===== src/rtl/add48_seq_pkg.sv =====
// Shared constants and FSM encoding for the chunked sequential adder.
// Imported by the adder RTL and its bench.
package add48_seq_pkg;

  localparam int CHUNK_W    = 12;
  localparam int NCHUNK_DEF = 4;

  typedef enum logic [1:0] {
    IDLE = 2'd0,
    RUN  = 2'd1,
    DONE = 2'd2
  } state_e;

endpackage


===== src/rtl/cla12.sv =====
// 12-bit carry-look-ahead adder.
// Three 4-bit lookahead groups feed a second-level group carry unit.
module cla12 (
  input  logic [11:0] a,
  input  logic [11:0] b,
  input  logic        carry_in,
  output logic [11:0] s,
  output logic        carry_out
);

  logic [11:0] g, p, c;
  logic [2:0]  gg, pg, gc;

  assign g = a & b;
  assign p = a ^ b;

  always_comb begin
    gg = '0;
    pg = '0;
    for (int j = 0; j < 3; j++) begin
      gg[j] = g[4*j+3]
            | (p[4*j+3] & g[4*j+2])
            | (p[4*j+3] & p[4*j+2] & g[4*j+1])
            | (p[4*j+3] & p[4*j+2] & p[4*j+1] & g[4*j]);
      pg[j] = &p[4*j +: 4];
    end
  end

  // Group carries resolved in parallel from group g/p.
  assign gc[0] = carry_in;
  assign gc[1] = gg[0] | (pg[0] & carry_in);
  assign gc[2] = gg[1] | (pg[1] & gg[0])
               | (pg[1] & pg[0] & carry_in);
  assign carry_out = gg[2] | (pg[2] & gg[1])
                   | (pg[2] & pg[1] & gg[0])
                   | (pg[2] & pg[1] & pg[0] & carry_in);

  always_comb begin
    c = '0;
    for (int j = 0; j < 3; j++) begin
      c[4*j]   = gc[j];
      c[4*j+1] = g[4*j] | (p[4*j] & gc[j]);
      c[4*j+2] = g[4*j+1]
               | (p[4*j+1] & g[4*j])
               | (p[4*j+1] & p[4*j] & gc[j]);
      c[4*j+3] = g[4*j+2]
               | (p[4*j+2] & g[4*j+1])
               | (p[4*j+2] & p[4*j+1] & g[4*j])
               | (p[4*j+2] & p[4*j+1] & p[4*j] & gc[j]);
    end
  end

  assign s = p ^ c;

endmodule


===== src/rtl/add48_seq.sv =====
// Sequential wide adder: one shared 12-bit CLA processes
// one chunk per cycle, low chunk first.
module add48_seq
  import add48_seq_pkg::*;
#(
  parameter int NCHUNK = NCHUNK_DEF
) (
  input  logic                      clk,
  input  logic                      rst,
  input  logic                      start,
  input  logic [CHUNK_W*NCHUNK-1:0] a,
  input  logic [CHUNK_W*NCHUNK-1:0] b,
  input  logic                      cin,
  output logic                      busy,
  output logic                      done,
  output logic [CHUNK_W*NCHUNK-1:0] sum,
  output logic                      cout
);

  localparam int W  = CHUNK_W * NCHUNK;
  localparam int IW = (NCHUNK > 1) ? $clog2(NCHUNK) : 1;

  state_e              state_q, state_d;
  logic [IW-1:0]       idx_q;
  logic [W-1:0]        a_q, b_q, sum_q;
  logic                carry_q, cout_q;
  logic [CHUNK_W-1:0]  ca, cb, cs;
  logic                co;
  logic                last, accept;

  assign last   = (idx_q == IW'(NCHUNK - 1));
  assign accept = start && (state_q != RUN);

  assign ca = a_q[idx_q*CHUNK_W +: CHUNK_W];
  assign cb = b_q[idx_q*CHUNK_W +: CHUNK_W];

  cla12 u_cla (
    .a         (ca),
    .b         (cb),
    .carry_in  (carry_q),
    .s         (cs),
    .carry_out (co)
  );

  always_ff @(posedge clk or posedge rst) begin
    if (rst) state_q <= IDLE;
    else     state_q <= state_d;
  end

  always_comb begin
    state_d = state_q;
    case (state_q)
      IDLE:    if (start) state_d = RUN;
      RUN:     if (last)  state_d = DONE;
      DONE:    state_d = start ? RUN : IDLE;
      default: state_d = IDLE;
    endcase
  end

  always_ff @(posedge clk or posedge rst) begin
    if (rst) begin
      idx_q   <= '0;
      a_q     <= '0;
      b_q     <= '0;
      carry_q <= 1'b0;
      sum_q   <= '0;
      cout_q  <= 1'b0;
    end else if (accept) begin
      idx_q   <= '0;
      a_q     <= a;
      b_q     <= b;
      carry_q <= cin;
    end else if (state_q == RUN) begin
      sum_q[idx_q*CHUNK_W +: CHUNK_W] <= cs;
      carry_q <= co;
      idx_q   <= last ? '0 : idx_q + 1'b1;
      if (last) cout_q <= co;
    end
  end

  assign busy = (state_q == RUN);
  assign done = (state_q == DONE);
  assign sum  = sum_q;
  assign cout = cout_q;

endmodule

===== config.mk =====
export PLATFORM = sky130hd
export DESIGN_NAME = add48_seq
export DESIGN_NICKNAME = d
export VERILOG_FILES = /design/src/rtl/add48_seq_pkg.sv /design/src/rtl/cla12.sv /design/src/rtl/add48_seq.sv
export SDC_FILE = /design/constraint.sdc
export NUM_CORES = 1
export LEC_CHECK = 0
export BUFFER_PORTS_ARGS = -buffer_cell sky130_fd_sc_hd__buf_2
export CAP_MARGIN = 15
export CORE_ASPECT_RATIO = 0.8
export CORE_MARGIN = 1
export CORE_UTILIZATION = 55
export DETAILED_ROUTE_END_ITERATION = 8
export PLACE_DENSITY = 0.8
export SLEW_MARGIN = 20
export SYNTH_ARGS = -nofsm -noshare
export SYNTH_HDL_FRONTEND = slang
export SYNTH_SLANG_ARGS = --single-unit

===== constraint.sdc =====
create_clock -name clk -period 5.05 [get_ports clk]
set_clock_uncertainty 0.15 [all_clocks]
set_input_delay 0.505 -clock clk [delete_from_list [all_inputs] [get_ports clk]]
set_output_delay 0.505 -clock clk [all_outputs]
set_load 0.05 [all_outputs]

==> Word-level counts from Yosys, hierarchy flattened <==
Index checks and enable logic that the tools add are counted.
{ "word_totals": {"ff_bits": 150, "input_bits": 100, "output_inout_bits": 51, "wordCells": 127} }
{ "op_classes": {"addsub": 2, "multipliers": 1, "eq_ne": 6, "shift": 4, "mux": 10, "n_bitwise": 88, "n_reduce_logical": 9} }
{ "ops": {"columns": ["op", "n"], "rows": [
  ["48-bit by 7-bit indexed part select with 12-bit output", 2],
  ["1-bit AND", 51],
  ["48-bit bitwise mux", 1],
  ["12-bit by 34-bit variable shift with 48-bit output (first input constant)", 1],
  ["12-bit by 34-bit indexed part select with 48-bit output", 1],
  ["6-bit negation with 34-bit output", 1],
  ["1-bit bitwise OR", 33],
  ["12-bit XOR", 2],
  ["12-bit AND", 1],
  ["4-bit AND reduction", 3],
  ["2-bit two-way mux", 5],
  ["2-bit case mux with 3 select lines", 1],
  ["2-bit == test (second input constant)", 2],
  ["2-bit by 2-bit multiplier with 4-bit output (second input constant)", 1],
  ["2-bit by 1-bit inequality test with 1-bit output (second input constant)", 2],
  ["2-bit AND reduction", 2],
  ["1-bit two-way mux", 3],
  ["3-bit AND reduction", 1],
  ["2-bit by 1-bit adder with 2-bit output (second input constant)", 1],
  ["2-bit by 1-bit == test with 1-bit output (second input constant)", 1],
  ["2-bit zero test", 1],
  ["2-bit inequality test (second input constant)", 1],
  ["2-bit nonzero test", 1],
  ["1-bit logical AND", 1],
  ["1-bit inverter", 1]
]} }

==> Depth between registers and ports, before layout <==
Gate-level depths: netlist (run 1).
{ "logic_depth": {"depth_word": 15, "ltp_mapped": 15, "depth_no_buf": 12} }

==> Cells and area by module <==
A second synthesis (run 1) with hierarchy kept.
{ "unflattened": {"cells_unflattened": 521, "area_unflattened_um2": 7247.0} }
{ "modules_own_cells": {"columns": ["mod", "instances", "cells_each", "area_per_inst_um2"], "rows": [
  ["add48_seq", 1, 457, 6717.7],
  ["cla12", 1, 64, 529.3]
]} }

==> Worst setup path after synthesis (run 1) <==
No wires, ideal clock.
{ "synth_timing": {"path_kind": "reg2reg", "from": "register idx_q[0]", "to": "register sum_q[17], in the netlist sum[17]", "arrival_ns": 3.894, "required_ns": 4.778, "slack_ns": 0.884, "stages_incl_launch_ff": 15, "path_buffers": 3, "synth_period_minus_slack_ns": 4.166, "path_cell_list": "dfrtp_1 > clkbuf_1 > buf_2 > buf_2 > mux4_2 > ha_1 > a21o_1 > a21o_1 > a21oi_2 > nand2_1 > fa_1 > xnor2_1 > nand2b_1 > o311ai_0 > a32o_1"} }
{ "synth_via": {"elab_chain_len": 15, "word_cells_on_any_way": 80, "classes_between": "1 x add/sub; 1 x mul; 4 x shift; 1 x mux; 71 x bitwise; 2 x reduce/logical"} }
{ "synth_rtl": {"columns": ["item", "line_no", "text"], "rows": [
  ["from (decl)", "add48_seq.sv:24", "logic [IW-1:0] idx_q;"],
  ["from (signal assigned)", "add48_seq.sv:76", "idx_q <= last ? '0 : idx_q + 1'b1;"],
  ["2-bit by 2-bit multiplier with 4-bit output *", "add48_seq.sv:34, add48_seq.sv:35, add48_seq.sv:74", null],
  ["48-bit by 7-bit indexed part select with 12-bit output (on tied branches)", "add48_seq.sv:34, add48_seq.sv:35", null],
  ["12-bit XOR / 12-bit AND (equally long branches)", "cla12.sv:15, cla12.sv:14", null],
  ["1-bit AND (on tied branches)", "cla12.sv:22, cla12.sv:23, cla12.sv:24", null],
  ["1-bit bitwise OR (tied with other cells)", "cla12.sv:22", "| (p[4*j+3] & g[4*j+2])"],
  ["1-bit bitwise OR / 1-bit AND (equally long branches)", "cla12.sv:23, cla12.sv:24", null],
  ["1-bit bitwise OR", "cla12.sv:24", "| (p[4*j+3] & p[4*j+2] & p[4*j+1] & g[4*j]);"],
  ["1-bit AND", "cla12.sv:32", "assign gc[2] = gg[1] | (pg[1] & gg[0])"],
  ["1-bit bitwise OR", "cla12.sv:32", null],
  ["1-bit bitwise OR", "cla12.sv:33", "| (pg[1] & pg[0] & carry_in);"],
  ["1-bit AND (on tied branches)", "cla12.sv:42, cla12.sv:45, cla12.sv:49", null],
  ["1-bit bitwise OR (on tied branches)", "cla12.sv:42, cla12.sv:45, cla12.sv:49", null],
  ["12-bit XOR", "cla12.sv:53", "assign s = p ^ c;"],
  ["12-bit by 34-bit indexed part select with 48-bit output", "add48_seq.sv:74", "sum_q[idx_q*CHUNK_W +: CHUNK_W] <= cs;"],
  ["48-bit bitwise mux *", "add48_seq.sv:74", null],
  ["to (signal, indexed assignment)", "add48_seq.sv:74", null],
  ["to (decl)", "add48_seq.sv:25", "logic [W-1:0] a_q, b_q, sum_q;"]
]} }
Every way passes the cells marked *; elsewhere a longest branch is shown, timed or not.
A chain may end at the register's enable or synchronous reset.

==> Worst setup path after layout (run 1) <==
Ends and elaborated chain as after synthesis.

==> metrics.md, run 1 <==
| Metric | Value |
|---|---|
| Vias in the first global route | 5398 |
| Outcome | finished clean |
| Io pins | 151 |
| Post-route ant nets | 0 |
| Clock root cell | clkbuf_16 |
| Slew @ Worst Pin | 1.08 ns |
| Gpl congestion | 0.873 |
| PostCTS Resize Cnt | 0 |
| Final setup viols | 0 |
| Max_cap viols | 0 |
| Worst-path clk slew | 0.06 ns |
| Critical Path RT | 5.21 ns |
| Slew margin rel. | 27.1% |
| FF+latch count, synth | 150 |
| Layout net count | 812 |
| Drt wl/cell | 19.9 microns |
| Die W | 129 microns |
| Final slew viol count | 0 |
| First-pass GRT wire length | 28600 microns |
| 1st-iter DRT viols | 399 |
| Fin Setup TNS | 0 ns |
| Gr usage total | 28.6% |
| Crit Path Class | flop to flop |
| Sequential area share after synthesis | 52.8% |
| Synthesized instance count | 545 |
| Die height | 104 microns |
| Clock buffer depth | 2 |
| Syn_area_per_cell | 13.0 sq um |
| EDFF count, synth | 0 |
| Mapped cell area | 7110 sq um |
| Routed WL | 17400 microns |
| Antenna violations before repair | 0 |
| CTS buffer count | 17 |
| Hold Buf Count CTS | 0 |
| FP Rows | 36 |
| DRC Markers | 0 |
| Final min period | 4.36 ns |
| Post-CTS setup buffers | 0 |
| Port Buffer Count | 150 |
| Core Footprint | 12400 sq um |
| DP HPWL | 12600 microns |
| Final Cycle Share | 86.4% |
| Crit end category | flop |
| Worst hold-check path type | input pin to async pin |
| # clock sinks | 150 |
| Fmax | 229 MHz |
| Mapped Nets | 666 |
| Fin. Hold Viols | 0 |
| Ys async rst share | 100% |
| Fill count | 891 |
| Remaining Overflow, GRT | 0 |
| Layout cells sized above 1 | 45.6% |
| Clk_lat worst skew | 0.43 ns |
| Layout Area Growth over Synthesis | 21.1% |
| Yosys cell types | 55 |
| Ys flop type | dfrtp_1 |
| Die area | 13400 sq um |
| YS warnings | 0 |
| Crit path launch type | flop |
| Initial core utilization | 57.4% |
| Largest net degree at the start of global routing | 107 |
| Vias post-DR | 5084 |
| Vias per cell | 5.81 |
| RSZ-0062 raised after global routing | no |
| Antenna Cells | 0 |
| Crit path arrival time | 4.52 ns |
| CP Max Fanout | 24 |
| H-tree depth | 4 |
| Drt first pass iters | 5 |
| TritonCTS clock tree | built |
## cells in the mapped netlist (all sizes together) (3+ instances only)
cell,number,share of area (%)
a21oi,12,0.90
nor3,11,0.84
nand2,46,2.4
o21ai,29,2.0
o311ai,3,0.48
nand4,5,0.44
or2,3,0.26
mux4,24,7.6
nand2b,5,0.44
o22ai,3,0.26
ha,18,3.2
mux2,98,16
fa,3,0.84
a32o,5,0.70
a31oi,3,0.26
a31o,3,0.37
clkbuf,13,0.69
a22o,11,1.4
inv,12,0.63
o221ai,5,0.62
dfrtp,150,53
nor2,16,0.88
a21o,8,0.84
or4,3,0.32
buf,16,1.0
and2,3,0.26
nand3,7,0.49
a211oi,5,0.53
## logic make-up after synthesis
logic type                 count (synthesis)  share of synthesized area, %
xor gates and xnor gates                   3                         0.370
AOI/OAI and AO/OA                        102                          10.3
and+or+nand+nor                          103                          6.76
adders and majority gates                 21                          4.01
muxes                                    124                          23.4
buffers and inverters                     42                          2.38
DFF                                      150                          52.8
## worst max-delay path, cell delays in order, from the launching register on
cell and delay, ns:
dfrtp_2 0.86, buf_4 0.27, mux4_2 0.50, ha_1 0.41, and4_1 0.26, o21ai_1 0.28
nand2_1 0.13, fa_1 0.40, xnor2_1 0.32, nand2b_1 0.15, o311ai_0 0.18, a32o_1 0.31
## final timing paths
path                       startpoint  cells after the start      end  slack, ns
max reg2reg                  idx_q[0]                     11  sum[17]       0.69
min in group clk                a[44]                      2  a_q[44]       0.16
max                          idx_q[0]                     11  sum[17]       0.69
min reg2reg                   sum[29]                      1  sum[29]       0.32
max in group asynchronous         rst                      3  b_q[44]       3.47
min                               rst                      2  a_q[11]       0.15
## sequential cells by signal, summed over array words and instances, names as in the netlist
name and cells:
a_q 48, cout 1, b_q 48, carry_q 1
sum 48, idx_q 2, state_q 2
## area by class of cell
type / instances / area [sq um] / area share (%)
Clock inverter: 11 / 124 / 1.44
Timing Repair Buffer: 156 / 796 / 9.24
Tap cell: 171 / 214 / 2.49
Inverter: 13 / 53.8 / 0.625
Sequential cell: 150 / 3750 / 43.6
Multi-Input combinational cell: 353 / 3200 / 37.1
Clock buffer: 21 / 470 / 5.46
## layout by cell type, fill, tap and decap left out, drive strengths merged, types with 3 or more instances in the layout
cell type  synthesis  final
dfrtp            150    150
nand2             46     46
or4                3      3
a211oi             5      5
o311ai             3      3
a32o               5      5
nand4              5      5
and2               3      3
mux2              98     98
or2                3      3
nand2b             5      5
buf               16    156
nand3              7      7
nor3              11     11
ha                18     18
o221ai             5      5
nor2              16     16
mux4              24     24
fa                 3      3
o22ai              3      3
a31o               3      3
clkinv             1      6
a21o               8      8
o21ai             29     29
a22o              11     11
a31oi              3      3
clkinvlp           0      3
clkbuf            13     21
a21oi             12     12
inv               12     13
## metrics by stage
step	utilization (%)	instance area [sq um]	hold WS [ns]	instances	setup WS (ns)
finish	69.5	8610	0.148	875	0.687
global route	69.5	8610	0.146	875	0.400
CTS	69.5	8610	0.145	875	0.693
detailed placement	64.7	8020	0.311	843	0.707
global placement	64.7	8020	0.306	843	0.840
floorplan	-	7110	0.316	545	0.359
## metal layers
layer,part of all wire (%),GRT usage [%],vias to the layer above
met4,1.9,8.91,0
li1,-,-,2324
met3,6.2,7.39,25
met1,44,38.8,2536
met2,48,45.0,199
met5,0,0,-
Power of run 1 is left out: the tool's default activity adds up to more than one toggle a clock period on the data nets, which glitch-free logic cannot reach.
==> run 2: changes to the inputs <==
--- a/config.mk
+++ b/config.mk
@@ -9,9 +9,9 @@
 export CAP_MARGIN = 15
 export CORE_ASPECT_RATIO = 0.8
 export CORE_MARGIN = 1
-export CORE_UTILIZATION = 55
+export CORE_UTILIZATION = 54
 export DETAILED_ROUTE_END_ITERATION = 8
-export PLACE_DENSITY = 0.8
+export PLACE_DENSITY = 0.79
 export SLEW_MARGIN = 20
 export SYNTH_ARGS = -nofsm -noshare
 export SYNTH_HDL_FRONTEND = slang
==> metrics.md, run 2 (synthesized netlist as in run 1, its figures left out) <==
| Metric | Value |
|---|---|
| Layout Area Growth over Synthesis | 22.6% (was 21.1%) |
| Vias per cell | 5.97 (was 5.81) |
| Most frequent cells in the layout | buf_2, dfrtp_1, mux2_2 (unchanged) |
| DRC Markers | 0 (unchanged) |
| Remaining Overflow, GRT | 0 (unchanged) |
| Crit end category | flop (unchanged) |
| Fin Setup TNS | 0 ns (unchanged) |
| Slew margin rel. | 34.9% (was 27.1%) |
| FF-to-FF End | sum[17] (unchanged) |
| Antenna violations before repair | 0 (unchanged) |
| Layout cells sized above 1 | 45.3% (was 45.6%) |
| Die height | 105 microns (was 104 microns) |
| First-pass GRT wire length | 27700 microns (was 28600 microns) |
| Final setup viols | 0 (unchanged) |
| Critical Path RT | 5.21 ns (about the same) |
| RSZ-0062 raised after global routing | no (unchanged) |
| Final hold slack | 0.136 ns (was 0.148 ns) |
| Antenna Cells | 0 (unchanged) |
| CP Max Fanout | 32 (was 24) |
| FP Rows | 37 (was 36) |
| Drt first pass iters | 5 (unchanged) |
| Fin. Hold Viols | 0 (unchanged) |
| Die W | 130 microns (was 129 microns) |
| Vias in the first global route | 5326 (was 5398) |
| Core Footprint | 12900 sq um (was 12400 sq um) |
| # clock sinks | 150 (unchanged) |
| Gr usage total | 27.2% (was 28.6%) |
| Post-route ant nets | 0 (unchanged) |
| Worst Reg-to-Reg Cells | 11 (unchanged) |
| Io pins | 151 (unchanged) |
| Clock root cell | clkbuf_16 (unchanged) |
| Final slew viol count | 0 (unchanged) |
| Slew @ Worst Pin | 0.977 ns (was 1.08 ns) |
| Most common cell after layout, fill and taps aside | buf_2 (unchanged) |
| Fmax | 218 MHz (was 229 MHz) |
| Crit Path Class | flop to flop (unchanged) |
| Clock buffer depth | 2 (unchanged) |
| Placed Cells incl. Taps | 846 (was 843) |
| Worst-path clk slew | 0.06 ns (about the same) |
| FF-to-FF setup slack | 0.46 ns (was 0.69 ns) |
| Outcome | finished clean (unchanged) |
| Post-Place Worst Slack | 0.620 ns (was 0.707 ns) |
| Final worst slack | 0.458 ns (was 0.687 ns) |
| Port Buffer Count | 150 (unchanged) |
| Worst hold-check path type | input pin to async pin (unchanged) |
| TritonCTS clock tree | built (unchanged) |
| Die area | 13600 sq um (was 13400 sq um) |
| Largest net degree at the start of global routing | 107 (unchanged) |
| Post-CTS setup buffers | 0 (unchanged) |
| Max_cap viols | 0 (unchanged) |
| CTS buffer count | 17 (unchanged) |
| H-tree depth | 4 (unchanged) |
| Drt wl/cell | 19.8 microns (was 19.9 microns) |
| Crit path launch type | flop (unchanged) |
| Vias post-DR | 5246 (was 5084) |
| Hold Buf Count CTS | 0 (unchanged) |
| Final Cycle Share | 90.9% (was 86.4%) |
| Routed WL | 17400 microns (about the same) |
| Fill count | 957 (was 891) |
| 1st-iter DRT viols | 392 (was 399) |
| Finished Layout Cells | 879 (was 875) |
| Gpl congestion | 0.871 (was 0.873) |
| Crit path arrival time | 4.75 ns (was 4.52 ns) |
| Final min period | 4.59 ns (was 4.36 ns) |
| DP HPWL | 12200 microns (was 12600 microns) |
| Clk_lat worst skew | 0.42 ns (was 0.43 ns) |
| Layout net count | 812 (unchanged) |
| PostCTS Resize Cnt | 0 (unchanged) |
| Initial core utilization | 55.3% (was 57.4%) |
| RR Startpoint | idx_q[0] (unchanged) |
==> run 2: final cells by class <==
type	instances	area, sq um	area share [%]
multi-input cells	353	3200	36.7
clock buffers	21	450	5.16
flip-flops and latches	150	3750	43.0
clock inverters	11	244	2.80
repair buffers	156	803	9.21
inverters	13	53.8	0.617
well taps	175	219	2.51
==> run 2: how the worst max path moves through the flow <==
| stage | to | cells past startpoint | slack (ns) | start |
|---|---|---|---|---|
| after CTS | sum[17] | 11 | 0.56 | idx_q[0] |
| after floorplan | a_q[0] | 1 | 0.36 | rst |
| final | sum[17] | 11 | 0.46 | idx_q[0] |
| after global routing | sum[17] | 11 | 0.22 | idx_q[0] |
| after detailed placement | sum[17] | 11 | 0.62 | idx_q[0] |
| after global placement | sum[17] | 11 | 0.73 | idx_q[0] |
==> run 2: routing by layer <==
metal / wire length, microns / global-route usage (%) / share of wire (%) / up-vias
met3: 1220 / 6.30 / 7.0 / 40
met2: 8350 / 42.5 / 48 / 268
met4: 473 / 11.4 / 2.7 / 0
li1: - / - / - / 2325
met5: 0 / 0 / 0 / -
met1: 7360 / 36.6 / 42 / 2613
==> run 2: per-stage QoR <==
| step | util [%] | instance area (sq um) |
|---|---|---|
| final | 67.8 | 8720 |
| after global routing | 67.8 | 8720 |
| after CTS | 67.7 | 8710 |
| after detailed placement | 62.3 | 8010 |
| after global placement | 62.3 | 8010 |
| after floorplan | - | 7110 |
==> run 2: worst max-delay path: stages (launching register included) <==
cell,delay (ns)
dfrtp_2,1.01
mux4_2,0.63
ha_1,0.33
a21oi_1,0.23
nor2_1,0.13
o21ai_1,0.47
nand2_1,0.14
fa_1,0.41
xnor2_1,0.33
nand2b_1,0.15
o311ai_0,0.19
a32o_1,0.30
Power of run 2 is left out for the same reason.
==> run 3: changes to the inputs <==
--- a/config.mk
+++ b/config.mk
@@ -10,6 +10,7 @@
 export CORE_ASPECT_RATIO = 0.8
 export CORE_MARGIN = 1
 export CORE_UTILIZATION = 54
+export CTS_BUF_LIST = sky130_fd_sc_hd__clkbuf_16
 export DETAILED_ROUTE_END_ITERATION = 8
 export PLACE_DENSITY = 0.79
 export SLEW_MARGIN = 20
==> constraint.sdc (replaced) <==
create_clock -name clk -period 5.05 [get_ports clk]
set_clock_uncertainty 0.15 [all_clocks]
set_input_delay 0.505 -clock clk [delete_from_list [all_inputs] [get_ports clk]]
set_output_delay 0.505 -clock clk [all_outputs]
set_load 0.01 [all_outputs]
==> metrics.md, run 3 (synthesized netlist as in run 1, its figures left out) <==
| Metric | Value |
|---|---|
| Final Cycle Share | 89.5% (was 90.9%) |
| Antenna violations before repair | 0 (unchanged) |
| Fmax | 221 MHz (was 218 MHz) |
| Layout net count | 812 (unchanged) |
| FP Rows | 37 (unchanged) |
| Die height | 105 microns (unchanged) |
| Layout cells sized above 1 | 45.2% (was 45.3%) |
| Critical Path RT | 5.21 ns (about the same) |
| Worst-path clk slew | 0.07 ns (was 0.06 ns) |
| Core Footprint | 12900 sq um (unchanged) |
| Final slew viol count | 0 (unchanged) |
| CP Max Fanout | 32 (unchanged) |
| Post-CTS setup buffers | 0 (unchanged) |
| 1st-iter DRT viols | 348 (was 392) |
| Crit path arrival time | 4.68 ns (was 4.75 ns) |
| Finished Layout Cells | 879 (unchanged) |
| Crit path launch type | flop (unchanged) |
| Vias post-DR | 5283 (was 5246) |
| Initial core utilization | 55.3% (unchanged) |
| Largest net degree at the start of global routing | 107 (unchanged) |
| Most frequent cells in the layout | buf_2, dfrtp_1, mux2_2 (unchanged) |
| Gpl congestion | 0.871 (unchanged) |
| FF-to-FF setup slack | 0.53 ns (was 0.46 ns) |
| Worst Reg-to-Reg Cells | 11 (unchanged) |
| H-tree depth | 4 (unchanged) |
| Crit Path Class | flop to flop (unchanged) |
| Vias per cell | 6.01 (was 5.97) |
| TritonCTS clock tree | built (unchanged) |
| Antenna Cells | 0 (unchanged) |
| Io pins | 151 (unchanged) |
| Clock buffer depth | 2 (unchanged) |
| Hold Buf Count CTS | 0 (unchanged) |
| Remaining Overflow, GRT | 0 (unchanged) |
| Gr usage total | 27.3% (was 27.2%) |
| Clock root cell | clkbuf_16 (unchanged) |
| FF-to-FF End | sum[17] (unchanged) |
| Routed WL | 17400 microns (about the same) |
| DP HPWL | 12200 microns (unchanged) |
| RR Startpoint | idx_q[0] (unchanged) |
| Fin Setup TNS | 0 ns (unchanged) |
| PostCTS Resize Cnt | 0 (unchanged) |
| RSZ-0062 raised after global routing | no (unchanged) |
| Clk_lat worst skew | 0.42 ns (about the same) |
| Slew margin rel. | 34.7% (was 34.9%) |
| Die area | 13600 sq um (unchanged) |
| Fin. Hold Viols | 0 (unchanged) |
| # clock sinks | 150 (unchanged) |
| Layout Area Growth over Synthesis | 22.5% (was 22.6%) |
| Slew @ Worst Pin | 0.979 ns (was 0.977 ns) |
| Final min period | 4.52 ns (was 4.59 ns) |
| Crit end category | flop (unchanged) |
| Most common cell after layout, fill and taps aside | buf_2 (unchanged) |
| Placed Cells incl. Taps | 846 (unchanged) |
| Drt wl/cell | 19.8 microns (about the same) |
| Port Buffer Count | 150 (unchanged) |
| CTS buffer count | 17 (unchanged) |
| Worst hold-check path type | input pin to async pin (unchanged) |
| First-pass GRT wire length | 27700 microns (about the same) |
| Outcome | finished clean (unchanged) |
| Vias in the first global route | 5320 (was 5326) |
| Max_cap viols | 0 (unchanged) |
| Post-route ant nets | 0 (unchanged) |
| DRC Markers | 0 (unchanged) |
| Final setup viols | 0 (unchanged) |
| Drt first pass iters | 5 (unchanged) |
| Die W | 130 microns (unchanged) |
-- run 3: through the flow --
stage / setup WS [ns] / hold slack [ns] / utilization (%) / instance area, sq um
after detailed placement: 0.620 / 0.317 / 62.3 / 8010
final: 0.531 / 0.139 / 67.7 / 8710
after floorplan: 0.359 / 0.316 / - / 7110
after global placement: 0.735 / 0.305 / 62.3 / 8010
after CTS: 0.561 / 0.152 / 67.6 / 8700
after global routing: 0.221 / 0.154 / 67.7 / 8710
-- run 3: cell type report --
cell class / count / area [sq um]
clock buffers: 17 / 425
clock inverters: 15 / 259
fillers: 956 / 4160
inverters: 13 / 53.8
multi-input cells: 353 / 3200
flip-flops and latches: 150 / 3750
well taps: 175 / 219
repair buffers: 156 / 803
-- run 3: worst max-delay path: stages, from the launching register on --
cell	delay [ns]
dfrtp_2	1.01
mux4_2	0.63
ha_1	0.33
a21oi_1	0.22
nor2_1	0.12
o21ai_1	0.43
nand2_1	0.14
fa_1	0.40
xnor2_1	0.32
nand2b_1	0.15
o311ai_0	0.19
a32o_1	0.30
-- run 3: routing by layer --
layer	GRT usage [%]	wire, microns	up-vias
met3	6.55	1150	40
met1	36.5	7470	2656
met4	11.0	457	0
met5	0	0	-
li1	-	-	2333
met2	42.7	8340	254
-- run 3: how the worst max path moves through the flow --
stage / slack (ns) / cells past startpoint / startpoint / to
floorplan: 0.36 / 1 / rst / a_q[0]
global placement: 0.73 / 11 / idx_q[0] / sum[17]
global route: 0.22 / 11 / idx_q[0] / sum[17]
detailed placement: 0.62 / 11 / idx_q[0] / sum[17]
finish: 0.53 / 11 / idx_q[0] / sum[17]
CTS: 0.56 / 11 / idx_q[0] / sum[17]
Power of run 3 is left out for the same reason.
